**src/rtl/pipe_pkg.sv**
```systemverilog
// Shared widths, FSM state and the ID/EX register layout for the pipeline slice.
// The struct below is the single source of truth for what ID/EX carries.
package pipe_pkg;

  localparam int DATA_W  = 16;
  localparam int REG_W   = 4;
  localparam int ALUOP_W = 4;

  typedef enum logic {
    RUN    = 1'b0,
    SWAP_B = 1'b1
  } state_t;

  typedef struct packed {
    logic [REG_W-1:0]   regRs;
    logic [REG_W-1:0]   regRt;
    logic               regWrite;
    logic               memRead;
    logic               memWrite;
    logic               swapOp;
    logic               swapPhase;
    logic [ALUOP_W-1:0] aluOp;
    logic [DATA_W-1:0]  readData1;
    logic [DATA_W-1:0]  readData2;
    logic [DATA_W-1:0]  imm;
  } id_ex_t;

  localparam id_ex_t ID_EX_BUBBLE = '0;

endpackage

```
**src/rtl/id_ex_stage_if.sv**
```systemverilog
// ID-side inputs, ID/EX register outputs and the PC/IF-ID hold lines of one stage.
// master = whoever plays the ID stage and EX consumer; slave = id_ex_stage.
interface id_ex_stage_if
  import pipe_pkg::*;
#(
  parameter int DW = DATA_W,
  parameter int RW = REG_W,
  parameter int AW = ALUOP_W
);
  logic          IF_ID_Valid;
  logic [RW-1:0] IF_ID_RegisterRS;
  logic [RW-1:0] IF_ID_RegisterRT;
  logic          ID_RegWrite;
  logic          ID_MemRead;
  logic          ID_MemWrite;
  logic          ID_SwapOp;
  logic [AW-1:0] ID_ALUOp;
  logic [DW-1:0] ID_ReadData1;
  logic [DW-1:0] ID_ReadData2;
  logic [DW-1:0] ID_Imm;
  logic          Flush;

  logic [RW-1:0] ID_EX_RegisterRS;
  logic [RW-1:0] ID_EX_RegisterRT;
  logic          ID_EX_RegWrite;
  logic          ID_EX_MemRead;
  logic          ID_EX_MemWrite;
  logic          ID_EX_SwapOp;
  logic          ID_EX_SwapPhase;
  logic [AW-1:0] ID_EX_ALUOp;
  logic [DW-1:0] ID_EX_ReadData1;
  logic [DW-1:0] ID_EX_ReadData2;
  logic [DW-1:0] ID_EX_Imm;
  logic          PCWrite;
  logic          IF_ID_Write;

  modport master (
    output IF_ID_Valid, IF_ID_RegisterRS, IF_ID_RegisterRT,
           ID_RegWrite, ID_MemRead, ID_MemWrite, ID_SwapOp, ID_ALUOp,
           ID_ReadData1, ID_ReadData2, ID_Imm, Flush,
    input  ID_EX_RegisterRS, ID_EX_RegisterRT, ID_EX_RegWrite, ID_EX_MemRead,
           ID_EX_MemWrite, ID_EX_SwapOp, ID_EX_SwapPhase, ID_EX_ALUOp,
           ID_EX_ReadData1, ID_EX_ReadData2, ID_EX_Imm, PCWrite, IF_ID_Write
  );

  modport slave (
    input  IF_ID_Valid, IF_ID_RegisterRS, IF_ID_RegisterRT,
           ID_RegWrite, ID_MemRead, ID_MemWrite, ID_SwapOp, ID_ALUOp,
           ID_ReadData1, ID_ReadData2, ID_Imm, Flush,
    output ID_EX_RegisterRS, ID_EX_RegisterRT, ID_EX_RegWrite, ID_EX_MemRead,
           ID_EX_MemWrite, ID_EX_SwapOp, ID_EX_SwapPhase, ID_EX_ALUOp,
           ID_EX_ReadData1, ID_EX_ReadData2, ID_EX_Imm, PCWrite, IF_ID_Write
  );
endinterface

```
**src/rtl/hazard_detect.sv**
```systemverilog
// Load-use comparator: the load now in ID/EX writes a register the instruction in ID reads.
// R0 is hardwired to zero, so a load targeting it never creates a dependency.
module hazard_detect
  import pipe_pkg::*;
(
  input  logic             exMemRead,
  input  logic             exRegWrite,
  input  logic [REG_W-1:0] exRegRt,
  input  logic             idValid,
  input  logic [REG_W-1:0] idRegRs,
  input  logic [REG_W-1:0] idRegRt,
  output logic             loadUse
);

  assign loadUse = exMemRead && exRegWrite && idValid
                && (exRegRt != '0)
                && ((exRegRt == idRegRs) || (exRegRt == idRegRt));

endmodule

```
**src/rtl/id_ex_stage.sv**
```systemverilog
// ID/EX pipeline register with load-use stall, two-phase swap expansion and branch flush.
// PCWrite and IF_ID_Write are one combinational hold line presented twice.
module id_ex_stage
  import pipe_pkg::*;
(
  input logic         clk,
  input logic         rst,
  id_ex_stage_if.slave bus
);

  state_t state, nextState;
  id_ex_t idEx, nextIdEx, idFields;
  logic   loadUse;
  logic   pcWrite;

  hazard_detect u_hazard (
    .exMemRead (idEx.memRead),
    .exRegWrite(idEx.regWrite),
    .exRegRt   (idEx.regRt),
    .idValid   (bus.IF_ID_Valid),
    .idRegRs   (bus.IF_ID_RegisterRS),
    .idRegRt   (bus.IF_ID_RegisterRT),
    .loadUse   (loadUse)
  );

  always_comb begin
    idFields = '{
      regRs:     bus.IF_ID_RegisterRS,
      regRt:     bus.IF_ID_RegisterRT,
      regWrite:  bus.ID_RegWrite,
      memRead:   bus.ID_MemRead,
      memWrite:  bus.ID_MemWrite,
      swapOp:    1'b0,
      swapPhase: 1'b0,
      aluOp:     bus.ID_ALUOp,
      readData1: bus.ID_ReadData1,
      readData2: bus.ID_ReadData2,
      imm:       bus.ID_Imm
    };
  end

  // NOTE: every output of this block gets a default first, so no path can leave one unassigned and infer a latch.
  always_comb begin
    nextState = state;
    nextIdEx  = ID_EX_BUBBLE;
    pcWrite   = 1'b1;
    if (rst) begin
      nextState = RUN;
      pcWrite   = 1'b0;
    end else if (bus.Flush) begin
      nextState = RUN;
    end else if (state == RUN && loadUse) begin
      pcWrite = 1'b0;
    end else if (state == RUN && bus.ID_SwapOp && bus.IF_ID_Valid) begin
      nextIdEx        = idFields;
      nextIdEx.swapOp = 1'b1;
      pcWrite         = 1'b0;
      nextState       = SWAP_B;
    end else if (state == SWAP_B) begin
      // IF/ID was held last cycle, so ID still presents the swap instruction.
      nextIdEx           = idFields;
      nextIdEx.swapOp    = 1'b1;
      nextIdEx.swapPhase = 1'b1;
      nextState          = RUN;
    end else if (bus.IF_ID_Valid) begin
      nextIdEx = idFields;
    end
  end

  // NOTE: state registers use non-blocking assignments so every flop samples pre-edge values.
  always_ff @(posedge clk) begin
    if (rst) begin
      state <= RUN;
      idEx  <= ID_EX_BUBBLE;
    end else begin
      state <= nextState;
      idEx  <= nextIdEx;
    end
  end

  assign bus.ID_EX_RegisterRS = idEx.regRs;
  assign bus.ID_EX_RegisterRT = idEx.regRt;
  assign bus.ID_EX_RegWrite   = idEx.regWrite;
  assign bus.ID_EX_MemRead    = idEx.memRead;
  assign bus.ID_EX_MemWrite   = idEx.memWrite;
  assign bus.ID_EX_SwapOp     = idEx.swapOp;
  assign bus.ID_EX_SwapPhase  = idEx.swapPhase;
  assign bus.ID_EX_ALUOp      = idEx.aluOp;
  assign bus.ID_EX_ReadData1  = idEx.readData1;
  assign bus.ID_EX_ReadData2  = idEx.readData2;
  assign bus.ID_EX_Imm        = idEx.imm;
  assign bus.PCWrite          = pcWrite;
  assign bus.IF_ID_Write      = pcWrite;

endmodule

```
**src/flat_wrapper.sv**
```systemverilog
// flat-port wrapper written by rule: the top's interface ports become plain ports
module id_ex_stage_flat import pipe_pkg::*;
  (clk, rst, bus_IF_ID_Valid, bus_IF_ID_RegisterRS, bus_IF_ID_RegisterRT, bus_ID_RegWrite, bus_ID_MemRead, bus_ID_MemWrite, bus_ID_SwapOp, bus_ID_ALUOp, bus_ID_ReadData1, bus_ID_ReadData2, bus_ID_Imm, bus_Flush, bus_ID_EX_RegisterRS, bus_ID_EX_RegisterRT, bus_ID_EX_RegWrite, bus_ID_EX_MemRead, bus_ID_EX_MemWrite, bus_ID_EX_SwapOp, bus_ID_EX_SwapPhase, bus_ID_EX_ALUOp, bus_ID_EX_ReadData1, bus_ID_EX_ReadData2, bus_ID_EX_Imm, bus_PCWrite, bus_IF_ID_Write);
  id_ex_stage_if bus_i ();
  input logic clk;
  input logic rst;
  input wire logic [$bits(bus_i.IF_ID_Valid)-1:0] bus_IF_ID_Valid;
  input wire logic [$bits(bus_i.IF_ID_RegisterRS)-1:0] bus_IF_ID_RegisterRS;
  input wire logic [$bits(bus_i.IF_ID_RegisterRT)-1:0] bus_IF_ID_RegisterRT;
  input wire logic [$bits(bus_i.ID_RegWrite)-1:0] bus_ID_RegWrite;
  input wire logic [$bits(bus_i.ID_MemRead)-1:0] bus_ID_MemRead;
  input wire logic [$bits(bus_i.ID_MemWrite)-1:0] bus_ID_MemWrite;
  input wire logic [$bits(bus_i.ID_SwapOp)-1:0] bus_ID_SwapOp;
  input wire logic [$bits(bus_i.ID_ALUOp)-1:0] bus_ID_ALUOp;
  input wire logic [$bits(bus_i.ID_ReadData1)-1:0] bus_ID_ReadData1;
  input wire logic [$bits(bus_i.ID_ReadData2)-1:0] bus_ID_ReadData2;
  input wire logic [$bits(bus_i.ID_Imm)-1:0] bus_ID_Imm;
  input wire logic [$bits(bus_i.Flush)-1:0] bus_Flush;
  output wire logic [$bits(bus_i.ID_EX_RegisterRS)-1:0] bus_ID_EX_RegisterRS;
  output wire logic [$bits(bus_i.ID_EX_RegisterRT)-1:0] bus_ID_EX_RegisterRT;
  output wire logic [$bits(bus_i.ID_EX_RegWrite)-1:0] bus_ID_EX_RegWrite;
  output wire logic [$bits(bus_i.ID_EX_MemRead)-1:0] bus_ID_EX_MemRead;
  output wire logic [$bits(bus_i.ID_EX_MemWrite)-1:0] bus_ID_EX_MemWrite;
  output wire logic [$bits(bus_i.ID_EX_SwapOp)-1:0] bus_ID_EX_SwapOp;
  output wire logic [$bits(bus_i.ID_EX_SwapPhase)-1:0] bus_ID_EX_SwapPhase;
  output wire logic [$bits(bus_i.ID_EX_ALUOp)-1:0] bus_ID_EX_ALUOp;
  output wire logic [$bits(bus_i.ID_EX_ReadData1)-1:0] bus_ID_EX_ReadData1;
  output wire logic [$bits(bus_i.ID_EX_ReadData2)-1:0] bus_ID_EX_ReadData2;
  output wire logic [$bits(bus_i.ID_EX_Imm)-1:0] bus_ID_EX_Imm;
  output wire logic [$bits(bus_i.PCWrite)-1:0] bus_PCWrite;
  output wire logic [$bits(bus_i.IF_ID_Write)-1:0] bus_IF_ID_Write;
  assign bus_i.IF_ID_Valid = bus_IF_ID_Valid;
  assign bus_i.IF_ID_RegisterRS = bus_IF_ID_RegisterRS;
  assign bus_i.IF_ID_RegisterRT = bus_IF_ID_RegisterRT;
  assign bus_i.ID_RegWrite = bus_ID_RegWrite;
  assign bus_i.ID_MemRead = bus_ID_MemRead;
  assign bus_i.ID_MemWrite = bus_ID_MemWrite;
  assign bus_i.ID_SwapOp = bus_ID_SwapOp;
  assign bus_i.ID_ALUOp = bus_ID_ALUOp;
  assign bus_i.ID_ReadData1 = bus_ID_ReadData1;
  assign bus_i.ID_ReadData2 = bus_ID_ReadData2;
  assign bus_i.ID_Imm = bus_ID_Imm;
  assign bus_i.Flush = bus_Flush;
  assign bus_ID_EX_RegisterRS = bus_i.ID_EX_RegisterRS;
  assign bus_ID_EX_RegisterRT = bus_i.ID_EX_RegisterRT;
  assign bus_ID_EX_RegWrite = bus_i.ID_EX_RegWrite;
  assign bus_ID_EX_MemRead = bus_i.ID_EX_MemRead;
  assign bus_ID_EX_MemWrite = bus_i.ID_EX_MemWrite;
  assign bus_ID_EX_SwapOp = bus_i.ID_EX_SwapOp;
  assign bus_ID_EX_SwapPhase = bus_i.ID_EX_SwapPhase;
  assign bus_ID_EX_ALUOp = bus_i.ID_EX_ALUOp;
  assign bus_ID_EX_ReadData1 = bus_i.ID_EX_ReadData1;
  assign bus_ID_EX_ReadData2 = bus_i.ID_EX_ReadData2;
  assign bus_ID_EX_Imm = bus_i.ID_EX_Imm;
  assign bus_PCWrite = bus_i.PCWrite;
  assign bus_IF_ID_Write = bus_i.IF_ID_Write;
  id_ex_stage u_core (.clk(clk), .rst(rst), .bus(bus_i));
endmodule
```
**config.mk**
```make
export PLATFORM = sky130hd
export DESIGN_NAME = id_ex_stage_flat
export DESIGN_NICKNAME = d
export VERILOG_FILES = /design/src/rtl/pipe_pkg.sv /design/src/rtl/id_ex_stage_if.sv /design/src/rtl/hazard_detect.sv /design/src/rtl/id_ex_stage.sv /design/src/flat_wrapper.sv
export SDC_FILE = /design/constraint.sdc
export NUM_CORES = 1
export LEC_CHECK = 0
export BUFFER_PORTS_ARGS = -buffer_cell sky130_fd_sc_hd__buf_2
export CAP_MARGIN = 20
export CORE_MARGIN = 3
export CORE_UTILIZATION = 37
export CTS_CLUSTER_DIAMETER = 50
export DETAILED_ROUTE_END_ITERATION = 10
export PLACE_DENSITY_LB_ADDON = 0.1
export REMOVE_ABC_BUFFERS = 1
export SKIP_LAST_GASP = 1
export SLEW_MARGIN = 15
export SYNTH_ARGS = -nofsm -noshare
export SYNTH_HDL_FRONTEND = slang
export SYNTH_SLANG_ARGS = --single-unit
```
**constraint.sdc**
```tcl
create_clock -name clk -period 1.59 [get_ports clk]
set_clock_uncertainty 0.05 [all_clocks]
set_input_delay 0.2385 -clock clk [delete_from_list [all_inputs] [get_ports clk]]
set_output_delay 0.2385 -clock clk [all_outputs]
set_load 0.01 [all_outputs]
```
Word-level counts from Yosys, hierarchy flattened
Index checks and enable logic that the tools add are counted.
{"block": "totals", "regBits": 66, "inputBits": 68, "out_inout_bits": 67, "word_cells": 35}
{"block": "classes", "eq_ne": 2, "muxes": 8, "bitwise_logic": 1, "n_reduce_logical": 12}
{"operator": "65-bit 2-to-1 mux", "count": 3}
{"operator": "4-bit == test", "count": 2}
{"operator": "1-bit logical AND", "count": 7}
{"operator": "1-bit 2-to-1 mux", "count": 5}
{"operator": "4-bit nonzero test", "count": 1}
{"operator": "4-bit OR reduction", "count": 1}
{"operator": "3-bit OR reduction", "count": 1}
{"operator": "2-bit OR reduction", "count": 1}
{"operator": "1-bit logical OR", "count": 1}
{"operator": "1-bit NOT", "count": 1}

Logic depth before layout (Yosys ltp)
{"block": "logic_depth", "word_depth": 8, "ltp_mapped": 6}

Cells and area by module
A second synthesis with hierarchy kept.
{"block": "unflattened", "cells_unflattened": 237, "area_unflattened_um2": 2513.7}
{"module": "id_ex_stage", "n_inst": 1, "cells_each": 224, "area_each_um2": 2412.3}
{"module": "hazard_detect", "n_inst": 1, "cells_each": 13, "area_each_um2": 101.3}

Worst setup path after synthesis
No wires, ideal clock.
{"block": "synth_timing", "path_type": "register to output", "from": "register u_core.idEx, in the netlist u_core.bus.ID_EX_RegisterRT[0]", "to": "output bus_PCWrite", "arrival_time_ns": 1.584, "slack_ns": -0.283, "stages_incl_launch_ff": 6, "path_cell_list": "dfxtp_1 > or4_1 > nand4_1 > a211oi_1 > nor3_1 > buf_4"}
{"block": "synth_via", "elab_chain_len": 7, "word_cells_on_any_way": 10, "cone_classes": "2 x eq/ne; 3 x mux; 5 x reduce/logical"}
{"element": "from (decl)", "line": "id_ex_stage.sv:12", "source": "id_ex_t idEx, nextIdEx, idFields;"}
{"element": "from (signal assigned)", "line": "id_ex_stage.sv:77", "source": "idEx <= nextIdEx;"}
{"element": "4-bit == test or 4-bit nonzero test (tied branches)", "line": "hazard_detect.sv:17, hazard_detect.sv:16"}
{"element": "1-bit logical OR or 1-bit logical AND (tied branches)", "line": "hazard_detect.sv:17, hazard_detect.sv:16"}
{"element": "1-bit logical AND *", "line": "hazard_detect.sv:17", "source": "&& ((exRegRt == idRegRs) || (exRegRt == idRegRt));"}
{"element": "1-bit logical AND *", "line": "id_ex_stage.sv:52", "source": "end else if (state == RUN && loadUse) begin"}
{"element": "1-bit 2-to-1 mux *", "line": "id_ex_stage.sv:52"}
{"element": "1-bit 2-to-1 mux *", "line": "id_ex_stage.sv:50", "source": "end else if (bus.Flush) begin"}
{"element": "1-bit 2-to-1 mux *", "line": "id_ex_stage.sv:47", "source": "if (rst) begin"}
{"element": "to (decl)", "line": "flat_wrapper.sv:30", "source": "output wire logic [$bits(bus_i.PCWrite)-1:0] bus_PCWrite;"}
Every way passes the cells marked *; elsewhere a longest branch is shown, timed or not.

Final worst setup path
{"block": "layout_timing", "from": "register u_core.idEx, in the netlist u_core.bus.ID_EX_RegisterRT[3]", "to": "output bus_PCWrite"}
The elaborated chain is that of the path after synthesis.

==> key figures <==
Min path
  • Hold_sp: bus_ID_Imm[8]
  • Hold EP: u_core.bus.ID_EX_Imm[8]
  • Hold path depth: 3
  • Tightest Hold Check Type: in -> reg

Floorplanning
  • Initial core utilization: between 30% and 40%
  • Die width: 80.8 um
  • Row count: 26
  • IO Pins: 135
  • Core Area: 5270 sq um
  • Die Footprint: 6520 sq um
  • Die height: 80.8 um

Final layout
  • Nets@finish: 457
  • Fin area: around 3700 sq um
  • Commonest non-fill, non-tap cell in the layout: buf_2
  • Commonest non-fill, non-tap cells in the layout: 134 x buf_2, 64 x nand2_1, 64 x dfxtp_1
  • FILL cells: 448
  • Area Growth Syn to Fin: 78.9%
  • Finished Core Util: 70.2%
  • Layout cells sized above 1: between 60% and 70%
  • N_diodes: 0

Critical path
  • CP required: 1.30 ns
  • Crit path kind: reg -> out
  • Startpoint Class: register
  • Worst R2R Path Depth: 8
  • CP Data Arrival Time: 1.61 ns
  • Worst Path Max Fanout: 2
  • R2R Path End: u_core.bus.ID_EX_ReadData2[2]
  • FF-to-FF setup slack: -0.21 ns
  • Critical R2R Launch: u_core.bus.ID_EX_RegisterRT[3]
  • Critical path capture point type: output pin

Placed design
  • GPL Wtd Cong: around 0.7
  • HPWL after DPL: 3640 um
  • Place WS: -0.102 ns
  • PortBufs: 134
  • Placed cell areas: 2870 sq um

Timing
  • Slew Viols, Final: 0
  • Final TNS setup: -11.02 ns
  • Worst-margin pin slew: 0.286 ns
  • Highest clock rate: roughly 530 MHz
  • Period utilisation layout: 119%
  • Final Hold Vio Count: 0
  • Minimum clock period: 1.90 ns
  • Final worst slack: -0.305 ns
  • Relative slew slack: 80.9%
  • Setup Viol. Count Final: 67
  • RSZ-0062 raised after global routing: yes

Detailed routing
  • Routed Antenna Nets: 0
  • WL/cell: 12.8 um
  • Post-Route WL: 5940 um
  • Vias after detailed routing: 2043
  • Pre-antenna DRT Iters: 4
  • DRC viols: 0
  • Via/cell ratio: approximately 4.4
  • Initial DRC Count: 50

Logic synthesis
  • Yosys warns: 0
  • Unique masters post-synth: 17
  • Synthesized cell area: ~2100 sq um
  • Seq/Total Area, Yosys: 63.9%
  • FF+latch count, synth: 66
  • Gate Count Post-Synth: 230
  • Syn avg cell area: about 9.0 sq um

CTS
  • CTS Sinks: between 60 and 70
  • Root buffer cell: clkbuf_8
  • Number of CTS-inserted buffers: 9
  • Hold-fix buffers, CTS: 0
  • Number of H-tree levels: 3
  • Clock-pin transition on the worst setup and hold timing paths: about 0.07 ns
  • Clk_lat worst skew: 0.33 ns
  • Max clock buf depth: 2
  • TritonCTS clock tree: yes

Power
  • Pwr dens: 900 nW/um^2
  • Lkg Pwr: 1.73 nW
  • Peak supply drop: 526 uV

GRT
  • Total congestion overflow: 0
  • Total GRT Usage: 16.8%
  • Pin count of the biggest net entering global routing: 38
  • First-pass GRT wire length: 8270 um
  • Initial antenna violation count: 0
  • Vias in the first global route: approximately 1900

Run
  • Max-cap violations: 0

Run status
  • Status: finished, violations left
  • Violated checks: negative setup slack
-- state kept, by name (all words and copies together) (netlist names) --
name	count
u_core.bus.ID_EX_ALUOp	4
u_core.bus.ID_EX_Imm	16
u_core.bus.ID_EX_MemRead	1
u_core.bus.ID_EX_MemWrite	1
u_core.bus.ID_EX_ReadData1	16
u_core.bus.ID_EX_ReadData2	16
u_core.bus.ID_EX_RegWrite	1
u_core.bus.ID_EX_RegisterRS	4
u_core.bus.ID_EX_RegisterRT	4
u_core.bus.ID_EX_SwapOp	1
u_core.bus.ID_EX_SwapPhase	1
u_core.state	1
-- logic make-up after synthesis --
logic type,count (synthesis),share of synthesized area (%)
and+or+nand+nor,139,27.0
DFF,66,63.9
buffers and inverters,14,4.90
xor gates and xnor gates,8,3.39
AOI/OAI and AO/OA,3,0.847
-- routing by layer --
metal	track usage [%]	up-vias	part of all wire, %	routed length, um
met1	18.7	910	39	2340
met3	8.54	11	12	729
met5	0	-	0	0
li1	-	1027	-	-
met2	26.3	95	46	2760
met4	8.78	0	1.8	107
-- cell type report --
class	instances	area (sq um)	area share, %
flip-flops and latches	66	1320	35.8
clock inverters	2	10.0	0.270
well taps	70	87.6	2.37
repair buffers	162	1060	28.8
multi-input cells	150	1040	28.2
clock buffers	14	173	4.67
-- power breakdown --
part,switching (mW),internal [mW]
registers,0.0121,1.70
logic,0.163,0.173
clock network,0.591,0.691
-- synthesized netlist by cell type --
cell | count | share of area, %
nand4_1 | 3 | 0.91
nor2b_1 | 1 | 0.30
nor3_2 | 1 | 0.48
nor3b_1 | 1 | 0.36
a21oi_1 | 2 | 0.48
nor3_1 | 1 | 0.24
buf_4 | 1 | 0.36
xnor2_1 | 8 | 3.4
nor2_1 | 65 | 12
a211oi_1 | 1 | 0.36
clkbuf_1 | 7 | 1.3
or4_1 | 1 | 0.36
buf_6 | 6 | 3.3
dfxtp_1 | 66 | 64
nor4_2 | 1 | 0.60
nand2_1 | 64 | 12
nor4_1 | 1 | 0.30
-- how the worst max path moves through the flow --
stage	endpoint	start	depth (start not counted)
5_1_grt	bus_PCWrite	u_core.bus.ID_EX_RegisterRT[0]	6
6_report	bus_PCWrite	u_core.bus.ID_EX_RegisterRT[3]	5
2_1_floorplan	u_core.bus.ID_EX_ALUOp[0]	u_core.bus.ID_EX_RegisterRT[3]	4
3_3_place_gp	bus_IF_ID_Write	u_core.bus.ID_EX_RegisterRT[0]	5
3_5_place_dp	bus_PCWrite	u_core.bus.ID_EX_RegisterRT[0]	5
4_1_cts	bus_PCWrite	u_core.bus.ID_EX_RegisterRT[3]	5
-- metrics by stage --
| stage | std cells | hold WS, ns | total power [mW] |
|---|---|---|---|
| finish | 464 | 0.0746 | 3.33 |
| global route | 464 | 0.0694 | 3.46 |
| CTS | 455 | 0.0540 | 3.31 |
| detailed placement | 432 | 0.405 | 2.02 |
| global placement | 432 | 0.397 | 2.02 |
| floorplan | 216 | 0.260 | 1.85 |
-- worst max-delay path, stage by stage, from the launching register on --
cell and delay, ns:
dfxtp_2 0.32, or4_4 0.52, nand4_1 0.12, a211oi_2 0.05
nor3_2 0.12, buf_2 0.15
-- repair_timing --
item / in CTS / in global routing
setup buffers: 8 / 5
endpoints found under the setup margin: 65 / 67
pin swaps: 18 / 47
resized for setup: 13 / 106
gates cloned: 3 / 4
Power figures use the tool's default switching activity.
